<file path="src/rtl/mem_port_arbiter.sv">
// mem_port_arbiter
//
// Shares one single-port instruction/data memory between the IFU fetch path and the
// EX-stage LSU. One bus transaction is outstanding at a time. The LSU has fixed
// priority, but after MAX_LSU_STREAK consecutive LSU wins over a waiting fetch the
// fetch is granted once.
//
// Ports:
//   clock_in, reset_in          clock, synchronous active-low reset
//   ifu_req/addr/flush_in       fetch request, address, kill of the in-flight fetch
//   ifu_gnt/valid/data_out      fetch accepted, fetch data pulse and data
//   lsu_req/we/addr/wdata/be_in load/store request
//   lsu_gnt/valid/data_out      LSU accepted, completion pulse and load data
//   mem_*_out, mem_ack_in,
//   mem_rdata_in                external memory bus (request held until ack)
//   busy_out                    arbiter owns the bus (stall hint)
//   err_out                     watchdog abort pulse
//
// Optional feature: define MEM_ARB_TIMEOUT_EN to build a bus watchdog that aborts a
// transaction after TIMEOUT_CYCLES cycles without ack. Without it err_out is tied low
// and the arbiter waits for ack indefinitely.

module mem_port_arbiter #(
    parameter int unsigned ADDR_WIDTH     = 32,
    parameter int unsigned DATA_WIDTH     = 32,
    parameter int unsigned MAX_LSU_STREAK = 4,
    parameter int unsigned TIMEOUT_CYCLES = 255
) (
    input  logic                    clock_in,
    input  logic                    reset_in,

    input  logic                    ifu_req_in,
    input  logic [ADDR_WIDTH-1:0]   ifu_addr_in,
    input  logic                    ifu_flush_in,
    output logic                    ifu_gnt_out,
    output logic                    ifu_valid_out,
    output logic [DATA_WIDTH-1:0]   ifu_data_out,

    input  logic                    lsu_req_in,
    input  logic                    lsu_we_in,
    input  logic [ADDR_WIDTH-1:0]   lsu_addr_in,
    input  logic [DATA_WIDTH-1:0]   lsu_wdata_in,
    input  logic [DATA_WIDTH/8-1:0] lsu_be_in,
    output logic                    lsu_gnt_out,
    output logic                    lsu_valid_out,
    output logic [DATA_WIDTH-1:0]   lsu_data_out,

    output logic                    mem_req_out,
    output logic                    mem_we_out,
    output logic [ADDR_WIDTH-1:0]   mem_addr_out,
    output logic [DATA_WIDTH-1:0]   mem_wdata_out,
    output logic [DATA_WIDTH/8-1:0] mem_be_out,
    input  logic                    mem_ack_in,
    input  logic [DATA_WIDTH-1:0]   mem_rdata_in,

    output logic                    busy_out,
    output logic                    err_out
);

    localparam int unsigned BE_WIDTH = DATA_WIDTH / 8;
    localparam int unsigned STREAK_W = $clog2(MAX_LSU_STREAK + 1);

    localparam logic [1:0] IDLE     = 2'd0;
    localparam logic [1:0] IFU_BUSY = 2'd1;
    localparam logic [1:0] LSU_BUSY = 2'd2;

    // Returned to the IFU on a watchdog abort so the pipeline executes a harmless NOP.
    localparam logic [DATA_WIDTH-1:0] NOP_INSN = DATA_WIDTH'(32'h0000_0013);

    logic [1:0]            state_q, state_d;
    logic [STREAK_W-1:0]   streak_q, streak_d;
    logic                  drop_q, drop_d;
    logic                  mem_req_q, mem_req_d;
    logic                  mem_we_q, mem_we_d;
    logic [ADDR_WIDTH-1:0] mem_addr_q, mem_addr_d;
    logic [DATA_WIDTH-1:0] mem_wdata_q, mem_wdata_d;
    logic [BE_WIDTH-1:0]   mem_be_q, mem_be_d;
    logic                  ifu_valid_q, ifu_valid_d;
    logic [DATA_WIDTH-1:0] ifu_data_q, ifu_data_d;
    logic                  lsu_valid_q, lsu_valid_d;
    logic [DATA_WIDTH-1:0] lsu_data_q, lsu_data_d;

    logic                  idle;
    logic                  streak_full;
    logic                  lsu_wins;
    logic                  ack;
    logic                  abort;
    logic                  done;
    logic                  drop_now;
    logic [DATA_WIDTH-1:0] resp_data;

    assign idle        = (state_q == IDLE);
    assign streak_full = (streak_q == STREAK_W'(MAX_LSU_STREAK));
    // LSU loses only when its streak is exhausted and a fetch is actually waiting.
    assign lsu_wins    = lsu_req_in && !(streak_full && ifu_req_in);
    assign lsu_gnt_out = reset_in && idle && lsu_wins;
    assign ifu_gnt_out = reset_in && idle && !lsu_wins && ifu_req_in;

    // An ack is only meaningful while a request is on the bus.
    assign ack       = mem_req_q && mem_ack_in;
    assign done      = ack || abort;
    assign drop_now  = drop_q || (ifu_flush_in && (state_q == IFU_BUSY));
    assign resp_data = ack ? mem_rdata_in :
                       ((state_q == IFU_BUSY) ? NOP_INSN : '0);

`ifdef MEM_ARB_TIMEOUT_EN
    localparam int unsigned WDOG_W = $clog2(TIMEOUT_CYCLES + 1);

    logic [WDOG_W-1:0] wdog_q, wdog_d;
    logic              err_q;

    assign abort = mem_req_q && !mem_ack_in && (wdog_q == WDOG_W'(TIMEOUT_CYCLES - 1));

    always_comb begin
        wdog_d = wdog_q;
        if (lsu_gnt_out || ifu_gnt_out) begin
            wdog_d = '0;
        end else if (mem_req_q && !mem_ack_in) begin
            wdog_d = wdog_q + WDOG_W'(1);
        end
    end

    always_ff @(posedge clock_in) begin
        if (!reset_in) begin
            wdog_q <= '0;
            err_q  <= 1'b0;
        end else begin
            wdog_q <= wdog_d;
            err_q  <= abort;
        end
    end

    assign err_out = err_q;
`else
    assign abort   = 1'b0;
    assign err_out = 1'b0;
`endif

    always_comb begin
        state_d     = state_q;
        streak_d    = streak_q;
        drop_d      = drop_q;
        mem_req_d   = mem_req_q;
        mem_we_d    = mem_we_q;
        mem_addr_d  = mem_addr_q;
        mem_wdata_d = mem_wdata_q;
        mem_be_d    = mem_be_q;
        ifu_valid_d = 1'b0;
        ifu_data_d  = ifu_data_q;
        lsu_valid_d = 1'b0;
        lsu_data_d  = lsu_data_q;

        case (state_q)
            IDLE: begin
                if (lsu_gnt_out) begin
                    state_d     = LSU_BUSY;
                    mem_req_d   = 1'b1;
                    mem_we_d    = lsu_we_in;
                    mem_addr_d  = lsu_addr_in;
                    mem_wdata_d = lsu_wdata_in;
                    mem_be_d    = lsu_be_in;
                    if (!ifu_req_in) begin
                        streak_d = '0;
                    end else if (!streak_full) begin
                        streak_d = streak_q + STREAK_W'(1);
                    end
                end else if (ifu_gnt_out) begin
                    state_d     = IFU_BUSY;
                    mem_req_d   = 1'b1;
                    mem_we_d    = 1'b0;
                    mem_addr_d  = ifu_addr_in;
                    mem_wdata_d = '0;
                    mem_be_d    = '1;
                    streak_d    = '0;
                end
            end
            IFU_BUSY: begin
                drop_d = drop_now;
                if (done) begin
                    state_d   = IDLE;
                    mem_req_d = 1'b0;
                    drop_d    = 1'b0;
                    if (!drop_now) begin
                        ifu_valid_d = 1'b1;
                        ifu_data_d  = resp_data;
                    end
                end
            end
            LSU_BUSY: begin
                if (done) begin
                    state_d     = IDLE;
                    mem_req_d   = 1'b0;
                    lsu_valid_d = 1'b1;
                    lsu_data_d  = resp_data;
                end
            end
            default: begin
                state_d   = IDLE;
                mem_req_d = 1'b0;
                drop_d    = 1'b0;
            end
        endcase
    end

    always_ff @(posedge clock_in) begin
        if (!reset_in) begin
            state_q     <= IDLE;
            streak_q    <= '0;
            drop_q      <= 1'b0;
            mem_req_q   <= 1'b0;
            mem_we_q    <= 1'b0;
            mem_addr_q  <= '0;
            mem_wdata_q <= '0;
            mem_be_q    <= '0;
            ifu_valid_q <= 1'b0;
            ifu_data_q  <= '0;
            lsu_valid_q <= 1'b0;
            lsu_data_q  <= '0;
        end else begin
            state_q     <= state_d;
            streak_q    <= streak_d;
            drop_q      <= drop_d;
            mem_req_q   <= mem_req_d;
            mem_we_q    <= mem_we_d;
            mem_addr_q  <= mem_addr_d;
            mem_wdata_q <= mem_wdata_d;
            mem_be_q    <= mem_be_d;
            ifu_valid_q <= ifu_valid_d;
            ifu_data_q  <= ifu_data_d;
            lsu_valid_q <= lsu_valid_d;
            lsu_data_q  <= lsu_data_d;
        end
    end

    assign mem_req_out   = mem_req_q;
    assign mem_we_out    = mem_we_q;
    assign mem_addr_out  = mem_addr_q;
    assign mem_wdata_out = mem_wdata_q;
    assign mem_be_out    = mem_be_q;
    assign ifu_valid_out = ifu_valid_q;
    assign ifu_data_out  = ifu_data_q;
    assign lsu_valid_out = lsu_valid_q;
    assign lsu_data_out  = lsu_data_q;
    assign busy_out      = !idle;

endmodule

</file>
<file path="config.mk">
export PLATFORM = sky130hd
export DESIGN_NAME = mem_port_arbiter
export DESIGN_NICKNAME = d
export VERILOG_FILES = /design/src/rtl/mem_port_arbiter.sv
export SDC_FILE = /design/constraint.sdc
export NUM_CORES = 1
export LEC_CHECK = 0
export ABC_CLOCK_PERIOD_IN_PS = 1900
export CORE_ASPECT_RATIO = 1.75
export CORE_UTILIZATION = 41
export DETAILED_ROUTE_END_ITERATION = 8
export PLACE_DENSITY_LB_ADDON = 0.3
export SLEW_MARGIN = 20
export SYNTH_ARGS = -nofsm -noshare
export SYNTH_HDL_FRONTEND = slang
export SYNTH_SLANG_ARGS = --single-unit
</file>
<file path="constraint.sdc">
create_clock -name clock_in -period 1.9 [get_ports clock_in]
set_clock_uncertainty 0.05 [all_clocks]
set_input_delay 0.19 -clock clock_in [delete_from_list [all_inputs] [get_ports clock_in]]
set_output_delay 0.19 -clock clock_in [all_outputs]
set_load 0.05 [all_outputs]
</file>
==> impl_metrics.yaml <==
route:
  detail_route.drc_violations: 0
  detail_route.vias_per_cell: 5.43
  detail-route-antenna-nets: 0
  drtPass1Iterations: 5
  postRouteWirelength_um: 19800
  detailroute.via_count: 6224
  routed_wire_length_per_instance_um: 17.3
  initialDrtViolationCount: 274
layout:
  final_nets: 1101
  post_route_cells_drive_above_1_share: 0.0918
  fillCellCount: 1133
  antenna_cells: 0
  postLayoutCellArea_mm2: 0.00951
  finish.cell_count_without_fillers: 1147
  synthToLayoutAreaGrowth_pct: 61.0
grt:
  globalRouteTotalUtil: 0.268
  grt_pass1_vias: 6114
  grt_first_pass_wirelength_um: 31600
  antenna_found_initial: 0
  grt_remaining_overflow: 0
  grt_start_max_net_pins: 56
pwr:
  power.switching_mw: 3.57
  power.share.combinational: 0.332
  sw_frac: 0.350
  power_frac_clock: 0.332
  seqPwrFrac: 0.336
  cellInternalPower_mw: 6.61
  ir_drop_mv: 0.875
  power_density_mw_per_mm2: 1070
  post-layout-total-power_mw: 10.2
  p_leak_nw: 3.24
timing:
  max_slew_margin: 0.617
  setup_viol: 0
  final_max_slew_viol_count: 0
  timing.final.hold_violations: 0
  timing.final.crit_period_ns: 1.85
  max_clock_freq_ghz: 0.541
  rsz0062_at_grt: "no"
  setup-tns-final_ns: 0
  tightestPinTransition_ns: 0.573
  fin_crit_sh: 0.973
  final.hold.worst_slack_ns: 0.294
critical_path:
  worst_ep_required_time_ns: 1.66
  crit_buf_inv: 1
  criticalPathCategory: "reg2out"
  cp_slowest_stage_delay_ns: 0.86
  start_kind: "flip-flop"
  crit_chain: "clkdlybuf4s50_1"
  worst-endpoint-arrival_ns: 1.61
  cp-end-kind: "primary output"
  timing.critical_path.max_delay_family: "buffers and inverters"
  path_max_fanout: 2
  crit_path_top_delay_cell: "clkdlybuf4s50_1"
synthesis:
  post-synth-top-area-fraction: 0.481
  ys_ff_latch: 142
  number_of_flops_mapped_to_enable_cells_by_yosys: 0
  ranking_of_synthesized_cells_by_instance_count: "dfxtp_1, nand2_1, a21oi_1"
  yosysWarningCount: 0
  synth-seq-area-share: 0.481
  syn-cell-area_mm2: 0.00591
  postSynth.asyncResetShare: 0
  synth_flop_cell: "dfxtp_1"
  mappedNetlistNets: 853
  synth.avg_cell_area_um2: 8.33
  yosys.cell_count.top_type: "dfxtp_1"
  synth_largest_area_cell: "dfxtp_1"
  yosys-top-cells-area: "dfxtp_1, a21oi_1, nand2_1, nand3_1, a311oi_1"
  number_of_distinct_library_cell_variants_in_the_gate_level_netlist_after_synthesis: 39
  post_synth_inst_count: 709
cts:
  clock_latency_ns: 0.40
  clkSinkCount: 142
  cts_tree: "yes"
  cts_inserted_buffers: 17
  max-clock-path-buffers: 2
  cts.reportedPaths.clkPinSlew_ns: 0.06
  htree_num_levels: 4
  cts_root_buf: "clkbuf_16"
run:
  drv.max_cap_violation_count: 0
hold_path:
  hp-class: "in2reg"
die:
  rows: 57
  io_pins: 279
  die_x_um: 92.7
  core_region_area_mm2: 0.0140
  dieArea_mm2: 0.0149
  die-height_um: 161
  floorplan.initialDensity: 0.423
placed_design:
  dp_hpwl_um: 13700
  place.port_buffers: 277
  detailed_place.area_mm2: 0.00889
  gp_routability_congestion: 0.834
  total_instance_count_after_detailed_placement: 1115
status:
  outcome: "finished clean"
## cell type report
| class | instances | area [um^2] | area share |
|---|---|---|---|
| tap | 177 | 221 | 0.0233 |
| timing repair buffer | 306 | 3180 | 0.334 |
| clock buffer | 20 | 437 | 0.0459 |
| clock inverter | 12 | 161 | 0.0170 |
| inverter | 9 | 36.3 | 0.00381 |
| sequential | 142 | 2840 | 0.299 |
| multi-input combinational | 481 | 2630 | 0.277 |
## registers in the layout, summed over array words and instances (netlist names)
register / flops
drop_q: 1
ifu_data_out: 32
state_q: 2
lsu_valid_out: 1
streak_q: 3
lsu_data_out: 32
ifu_valid_out: 1
mem_be_out: 4
mem_wdata_out: 32
mem_addr_out: 32
mem_we_out: 1
mem_req_out: 1
## layer usage
metal / GRT usage / up-vias / share of wire
li1: - / 3017 / -
met1: 0.296 / 2907 / 0.37
met2: 0.477 / 251 / 0.52
met3: 0.0649 / 49 / 0.069
met4: 0.124 / 0 / 0.040
met5: 0 / - / 0
## cells in the final DEF (no fill, tap or decap), types with 2 or more instances in the layout
cell type,count
clkbuf_1,3
and3_1,3
o211ai_1,28
buf_12,16
buf_4,17
a311oi_1,32
a21oi_1,100
nor3_1,33
nand3_1,71
o21ai_0,36
inv_2,2
o22ai_1,4
nand2_1,132
ha_1,3
nor2_1,3
clkinvlp_4,3
nand3_2,3
a21oi_2,7
inv_6,3
bufinv_16,3
inv_1,6
nor2b_1,2
o211ai_2,6
clkbuf_16,17
clkinv_4,2
clkdlybuf4s50_1,273
dfxtp_1,142
## worst paths after layout
| check | start | to | slack [ns] | cells after the start |
|---|---|---|---|---|
| worst max-delay path | ifu_data_out[30]$_SDFFE_PN0P_ | ifu_data_out[30] | 0.05 | 1 |
| worst min-delay path | lsu_wdata_in[1] | mem_wdata_out[1]$_SDFFE_PN0P_ | 0.29 | 3 |
| worst max register to register | streak_q[0]$_SDFFE_PN0P_ | state_q[0]$_SDFFE_PN0P_ | 0.29 | 6 |
| worst min register to register | lsu_data_out[17]$_SDFFE_PN0P_ | lsu_data_out[17]$_SDFFE_PN0P_ | 0.40 | 2 |
## logic make-up after synthesis
family                     synth area share
AOI/OAI and AO/OA                     0.234
adders and majority gates            0.0106
buffers and inverters                0.0773
DFF                                   0.481
other                              0.000635
and+or+nand+nor                       0.197
## what timing repair did
action	CTS	global route
hold buffers	0	0
resized for setup	3	4
setup endpoints to repair	2	2
setup buffers	0	0
## stage by stage
step / setup WS, ns / util
after floorplan: 0.0970 / -
after global placement: 0.133 / 0.636
after detailed placement: 0.0893 / 0.636
after CTS: 0.0296 / 0.680
after global routing: 0.0196 / 0.680
final: 0.0513 / 0.680
## power groups by stage
stage / combinational, mW / clock [mW] / sequential, mW
4_1_cts: 3.39 / 3.44 / 3.42
3_5_place_dp: 3.35 / 0 / 3.49
3_3_place_gp: 3.33 / 0 / 3.48
2_1_floorplan: 1.17 / 0 / 4.36
5_1_grt: 3.60 / 3.58 / 3.46
6_report: 3.38 / 3.38 / 3.42
(Power assumes the default switching activity.)
